==> config.mk <==
export PLATFORM = sky130hd
export DESIGN_NAME = fetch_issue_unit
export DESIGN_NICKNAME = d
export VERILOG_FILES = /design/src/rtl/fetch_issue_unit.sv
export SDC_FILE = /design/constraint.sdc
export NUM_CORES = 1
export LEC_CHECK = 0
export BUFFER_PORTS_ARGS = -buffer_cell sky130_fd_sc_hd__buf_4
export CAP_MARGIN = 40
export CELL_PAD_IN_SITES_DETAIL_PLACEMENT = 0
export CELL_PAD_IN_SITES_GLOBAL_PLACEMENT = 1
export CORE_MARGIN = 1.5
export CORE_UTILIZATION = 40
export DETAILED_ROUTE_END_ITERATION = 16
export PLACE_DENSITY_LB_ADDON = 0.1
export RECOVER_POWER = 100
export SLEW_MARGIN = 5
export SYNTH_ARGS = -nofsm -noshare
export SYNTH_HDL_FRONTEND = slang
export SYNTH_SLANG_ARGS = --single-unit
==> constraint.sdc <==
create_clock -name clk_i -period 7.55 [get_ports clk_i]
set_input_delay 0.3775 -clock clk_i [delete_from_list [all_inputs] [get_ports clk_i]]
set_output_delay 0.3775 -clock clk_i [all_outputs]
set_load 0.05 [all_outputs]
==> src/rtl/fetch_issue_unit.sv <==
// Fetch/issue front end: owns the fetch PC, issues single-outstanding imem reads,
// and buffers returned words with their PCs for the decode stage.
module fetch_issue_unit #(
  parameter logic [31:0] PC_RESET  = 32'h0000_0000,
  parameter int unsigned BUF_DEPTH = 2
) (
  input  logic        clk_i,
  input  logic        rst_i,
  output logic        imem_req_o,
  output logic [31:0] imem_addr_o,
  input  logic        imem_gnt_i,
  input  logic        imem_rvalid_i,
  input  logic [31:0] imem_rdata_i,
  input  logic        redirect_i,
  input  logic [31:0] redirect_pc_i,
  input  logic        id_ready_i,
  output logic        id_valid_o,
  output logic [31:0] id_instr_o,
  output logic [31:0] id_pc_o
);

  localparam int unsigned   AW      = $clog2(BUF_DEPTH);
  localparam logic [31:0]   NOP     = 32'h0000_0013;
  localparam logic [AW-1:0] PTR_ONE = AW'(1);
  localparam logic [AW:0]   CNT_ONE = (AW + 1)'(1);

  typedef enum logic [1:0] {
    S_IDLE,
    S_WAIT,
    S_DROP
  } state_e;

  state_e        state_q;
  logic [31:0]   pc_q;
  logic [31:0]   req_pc_q;
  logic [AW:0]   count_q;
  logic [AW-1:0] rd_ptr_q;
  logic [AW-1:0] wr_ptr_q;
  logic [31:0]   instr_mem_q [BUF_DEPTH];
  logic [31:0]   pc_mem_q    [BUF_DEPTH];

  logic buf_empty;
  logic buf_full;
  logic grant;
  logic push;
  logic pop;

  // Occupancy never exceeds BUF_DEPTH (a power of two), so the count MSB is the full flag.
  assign buf_empty = (count_q == '0);
  assign buf_full  = count_q[AW];

  assign imem_req_o  = !rst_i && (state_q == S_IDLE) && !buf_full && !redirect_i;
  assign imem_addr_o = pc_q;

  assign grant = imem_req_o && imem_gnt_i;
  assign push  = !rst_i && !redirect_i && (state_q == S_WAIT) && imem_rvalid_i;
  assign pop   = !rst_i && !redirect_i && !buf_empty && id_ready_i;

  assign id_valid_o = !buf_empty;
  assign id_instr_o = buf_empty ? NOP   : instr_mem_q[rd_ptr_q];
  assign id_pc_o    = buf_empty ? '0    : pc_mem_q[rd_ptr_q];

  always_ff @(posedge clk_i) begin
    if (rst_i) begin
      state_q  <= S_IDLE;
      pc_q     <= PC_RESET;
      req_pc_q <= '0;
      count_q  <= '0;
      rd_ptr_q <= '0;
      wr_ptr_q <= '0;
    end else if (redirect_i) begin
      // An in-flight read whose data has not arrived must be swallowed in DROP.
      pc_q     <= {redirect_pc_i[31:2], 2'b00};
      count_q  <= '0;
      rd_ptr_q <= '0;
      wr_ptr_q <= '0;
      if (state_q != S_IDLE) begin
        state_q <= imem_rvalid_i ? S_IDLE : S_DROP;
      end
    end else begin
      case (state_q)
        S_IDLE: begin
          if (grant) begin
            pc_q     <= pc_q + 32'd4;
            req_pc_q <= pc_q;
            state_q  <= S_WAIT;
          end
        end
        S_WAIT, S_DROP: begin
          if (imem_rvalid_i) begin
            state_q <= S_IDLE;
          end
        end
        default: state_q <= S_IDLE;
      endcase

      if (push) begin
        wr_ptr_q <= wr_ptr_q + PTR_ONE;
      end
      if (pop) begin
        rd_ptr_q <= rd_ptr_q + PTR_ONE;
      end
      if (push && !pop) begin
        count_q <= count_q + CNT_ONE;
      end else if (pop && !push) begin
        count_q <= count_q - CNT_ONE;
      end
    end
  end

  always_ff @(posedge clk_i) begin
    if (push) begin
      instr_mem_q[wr_ptr_q] <= imem_rdata_i;
      pc_mem_q[wr_ptr_q]    <= req_pc_q;
    end
  end

endmodule

# Word-level counts from Yosys, hierarchy flattened
# Memory sizes are Yosys's and may differ from the RTL's. A register that Yosys moved wholly into a read port is not among the register bits.
# Index checks and enable logic that the tools add are counted.
[classes]
n_addsub = 5
multipliers = 0
div = 0
magnitude_cmp = 0
eq_ne = 5
n_shift = 0
mux = 19
bitwise_logic = 1
n_reduce_logical = 29
[op_table]
columns = ["cell", "n"]
rows = [
  ["two-way mux 32 bit", 5],
  ["adder 32 x 3 -> 32 bit (second input constant)", 1],
  ["two-way mux 2 bit", 7],
  ["logical AND 1 bit", 11],
  ["nonzero test 2 bit", 4],
  ["zero test 1 bit", 6],
  ["two-way mux 1 bit", 6],
  ["inequality test 3 bit (second input constant)", 2],
  ["AND reduction 3 bit", 2],
  ["zero test 2 bit", 2],
  ["one-hot mux 2 bit (2 select lines)", 1],
  ["AND reduction 2 bit", 2],
  ["OR reduction 2 bit", 2],
  ["adder 1 bit (second input constant)", 2],
  ["adder 2 x 1 -> 2 bit (second input constant)", 1],
  ["equality test 2 x 1 -> 1 bit (second input constant)", 1],
  ["equality test 2 bit (second input constant)", 1],
  ["inequality test 2 x 1 -> 1 bit (second input constant)", 1],
  ["subtractor 2 x 1 -> 2 bit (second input constant)", 1],
  ["inverter 1 bit", 1],
]
[word_totals]
register_bits = 70
latch_bits = 0
ram_bits = 128
romBits = 0
inputBits = 70
output_inout_bits = 98
elab_cells = 68
memories = 2
[memory_table]
columns = ["name", "depth", "width", "rd", "rd_ports_with_merged_regs", "wr", "line_no", "rtl"]
rows = [
  ["instr_mem_q", 2, 32, 1, 1, 1, "39", "logic [31:0] instr_mem_q [BUF_DEPTH];"],
  ["pc_mem_q", 2, 32, 1, 1, 1, "40", "logic [31:0] pc_mem_q [BUF_DEPTH];"],
]

# Depth between registers and ports, before layout
[logic_depth]
word_depth = 8
ltp_mapped = 8
mapped_depth_nobuf = 7

# Least setup slack after synthesis
# No wires, ideal clock.
[synth_path]
path_kind = "input -> register"
from = "input rst_i"
to = "memory instr_mem_q[0][0] (enable)"
setup_ns = 0.490
arrival_ns = 3.912
required_ns = 7.060
slack_ns = 3.149
path_stages = 4
path_buffers = 1
cell_sequence = "clkbuf_1 nor2_1 and3_1 nor2b_1"
[synth_via]
elab_chain_cells = 6
[synth_rtl]
columns = ["item", "line_no", "rtl"]
rows = [
  ["from (decl)", "8", "input logic rst_i,"],
  ["zero test 1 bit", "56", "assign push = !rst_i && !redirect_i && (state_q == S_WAIT) && imem_rvalid_i;"],
  ["logical AND 1 bit (3 in series)", "56", ""],
  ["named net push", "45", "logic push;"],
  ["two-way mux 1 bit", "112", "if (push) begin"],
  ["two-way mux 1 bit (not written as such)", "113", "instr_mem_q[wr_ptr_q] <= imem_rdata_i;"],
  ["to (decl)", "39", ""],
]
# The timed path passes the listed nets, and every way through them passes these cells.

# Worst setup path after layout
[layout_path]
from = "input rst_i"
to = "memory pc_mem_q[0][21] (enable)"
[layout_via]
elab_chain_cells = 6
[layout_rtl]
columns = ["item", "line_no", "rtl"]
rows = [
  ["zero test 1 bit", "56", ""],
  ["logical AND 1 bit (3 in series)", "56", ""],
  ["named net push", "45", ""],
  ["two-way mux 1 bit", "112", ""],
  ["two-way mux 1 bit (not written as such)", "114", "pc_mem_q[wr_ptr_q] <= req_pc_q;"],
  ["to (decl)", "40", ""],
]
# The timed path passes the listed nets, and every way through them passes these cells.

==> flow_summary.yaml <==
timing:
  slew_headroom_pct: -99.48
  tns_ns: 0
  period_share_pct: 62.14
  rsz0062_at_grt: "no"
  worst_pin_slew_ns: 2.992
  skew_ns: 0.01068
  finalSetupViolations: 0
  hold_viol_final: 0
  layout_min_cycle_time_ns: 4.691
  slew_viol_final: 127
  fmax_ghz: 0.2132
routing:
  drcViolationCount: 0
  detail-route-antenna-nets: 0
  vias: 5652
  drt_iter0_markers: 304
  first_pass_iters: 5
  vias_per_cell: 5.134
  drt_wl_total_mm: 18.56
  wire_per_inst_um: 16.86
clock_tree:
  cts.sinks: 191
  cts_setup_buffers: 0
  clk_pin_slew_worst_paths_ns: 0.07
  htreeDepth: 4
  clock_path_buffers: 2
  cts_tree: "yes"
  cts_root_buffer: "clkbuf_16"
  postCtsResizedCells: 0
  cts_buffers: 17
  hold_buffers: 0
  clk_latency_ns: 0.43
layout:
  drive_gt1_share_pct: 12.68
  layoutNonFillerInstCount: 1101
  area_delta_synth_final_pct: 21.46
  design_area_sq_um: 9575
  antenna_cells: 0
  final_nets: 897
setup_path:
  crit_top_cell: "clkbuf_1"
  critPathMaxStageDelay_ns: 2.08
  worstPathMaxFanout: 65
  cp_slowest_cell: "clkbuf_1"
  timing.rr.end: "count_q[1]"
  rr_startpoint: "count_q[1]"
  path_cells: "clkbuf_1, nor2_1, and3_1, nor2b_1, clkbuf_1, buf_16"
  crit_end: "pc_mem_q[0][21]"
  worstRegToRegCells: 7
  critPathArrivalTime_ns: 4.84
  startpoint_type: "input pin"
  end_kind: "register"
  critical_path.startpoint: "rst_i"
  crit_type: "input pin to register"
  required_ns: 7.70
  ff2ff_setup_slack_ns: 3.29
global_routing:
  met3_usage_pct: 4.632
  grt_max_degree: 66
  grt_overflow: 0
  grt_first_pass_wirelength_mm: 29.10
  grt_pass1_vias: 5565
  met1_usage_pct: 23.17
  busiest_layer: "met2"
  grt_antenna_before_repair: 0
  track_usage_pct: 18.50
  use_met2_pct: 31.33
synth:
  yosysWarnings: 0
  synth_commonest_cells: "124 x edfxtp_1, 92 x nand2_1, 81 x nor2_1, 67 x dfxtp_1, 62 x mux2i_1"
  synth-seq-area-share_pct: 64.24
  synthDistinctLibCells: 53
  ys_ff_latch: 191
  async_flop_share_pct: 0
  syn_inst: 675
  synth_top_area_share_pct: 47.23
  ys_top_cells_by_area: "edfxtp_1 47%, dfxtp_1 17%, mux2i_1 7.9%, nand2_1 4.4%, nor2_1 3.9%"
  synth.most_common_cell: "edfxtp_1"
  syn_area_sq_um: 7884
  syn_area_per_cell_sq_um: 11.68
  synth_edf_count: 124
  yosys.area.top_type: "edfxtp_1"
  synth_ff_type: "edfxtp_1"
pwr:
  power_leakage_nw: 2.995
  vdd_drop_max_mv: 0.1622
  power_mw: 2.139
  p_per_area_nw_per_um2: 223.4
floorplan:
  dieArea_sq_um: 20560
  placementRows: 51
  initial_core_util_pct: 40.64
  ios: 168
  die_h_um: 143.4
  chipWidth_um: 143.4
  coreArea_sq_um: 19400
worst_hold_path:
  hold_class: "input pin to register"
outcome:
  status: "finished with violations"
  violations: "capacitance limit, slew limit"
flow_run:
  drv_cap: 2
place:
  portBuffers: 161
  hpwl_mm: 12.32
  dp.cells: 1069
  dpl_cell_area_sq_um: 9412
  gp_congestion: 0.7908
## worst max-delay path: cells and delay by family
kind | cells | cell delay (ns)
buf+inv | 3 | 3.02
simple gates | 3 | 1.39
## power breakdown
group	switching, mW	internal [mW]	total (mW)
Combinational	0.0956	0.0434	0.139
Sequential	0.0223	1.12	1.14
Clock	0.417	0.440	0.857
## layout make-up
class                   instances  area (sq um)
clock buffers                  17         425.4
multi-input cells             432          2604
well taps                     265         331.6
clock inverters                15         146.4
repair buffers                169         954.7
fillers                      1877          9823
flip-flops and latches        191          5069
inverters                      12         45.04
## worst min-delay path by stage
stage,slack [ns],cells after the start,startpoint,to
after floorplan,0.43,0,req_pc_q[10],pc_mem_q[0][10]
after global routing,0.13,1,imem_rdata_i[19],instr_mem_q[1][19]
after CTS,0.11,1,imem_rdata_i[17],instr_mem_q[0][17]
final,0.15,1,imem_rdata_i[19],instr_mem_q[1][19]
after global placement,0.43,0,req_pc_q[3],pc_mem_q[0][3]
after detailed placement,0.44,0,req_pc_q[26],pc_mem_q[0][26]
## placed cells by master (no fill, tap or decap), types with 3 or more instances in the layout
| master | netlist | layout |
|---|---|---|
| clkbuf_1 | 29 | 105 |
| o211ai_1 | 7 | 7 |
| nand4b_1 | 3 | 3 |
| a311oi_1 | 8 | 8 |
| xor2_1 | 5 | 5 |
| a21oi_1 | 40 | 40 |
| clkbuf_4 | 0 | 24 |
| buf_16 | 0 | 4 |
| or3_1 | 7 | 7 |
| nand4_1 | 12 | 12 |
| nor3_1 | 7 | 7 |
| clkbuf_16 | 0 | 17 |
| inv_1 | 11 | 11 |
| and2_1 | 5 | 4 |
| or4_1 | 10 | 11 |
| o311ai_0 | 4 | 4 |
| a31oi_1 | 10 | 10 |
| nor2_1 | 81 | 80 |
| ha_1 | 4 | 4 |
| a211oi_1 | 4 | 4 |
| nor4_1 | 7 | 7 |
| mux2i_1 | 62 | 62 |
| buf_4 | 4 | 36 |
| nand2_1 | 92 | 92 |
| and3_1 | 3 | 3 |
| inv_6 | 0 | 6 |
| or2_2 | 4 | 3 |
| dfxtp_1 | 67 | 66 |
| inv_8 | 0 | 3 |
| conb_1 | 1 | 4 |
| xnor2_1 | 4 | 4 |
| o31ai_1 | 6 | 6 |
| o21ai_0 | 7 | 7 |
| nand3_1 | 13 | 13 |
| edfxtp_1 | 124 | 124 |
## flip-flops by register name, indices dropped and copies added (netlist names), named ones only
signal	count
req_pc_q	30
instr_mem_q	64
pc_mem_q	60
wr_ptr_q	1
state_q	2
count_q	2
imem_addr_o	30
rd_ptr_q	1
## cells by family after synthesis
| group | after synthesis | synth area share (%) |
|---|---|---|
| simple gates | 256 | 15.22 |
| xor+xnor | 9 | 0.9998 |
| buf+inv | 55 | 2.952 |
| other cells | 1 | 0.04757 |
| flops | 191 | 64.24 |
| mux | 63 | 8.015 |
| compound gates | 96 | 7.888 |
| fa+ha+maj | 4 | 0.6348 |
## metal layers
metal | vias to the layer above | part of all wire [%]
met1 | 2714 | 45
met2 | 157 | 49
met3 | 14 | 5.6
li1 | 2767 | -
met5 | - | 0
met4 | 0 | 1.1
## metrics by stage
step	utilization (%)	hold WS (ns)	setup slack, ns
after global routing	49.36	0.1260	2.529
final	49.36	0.1534	2.859
after CTS	51.46	0.1061	5.014
after floorplan	-	0.4254	3.149
after detailed placement	48.52	0.4357	4.750
after global placement	47.95	0.4338	4.667
Power figures use the tool's default switching activity.
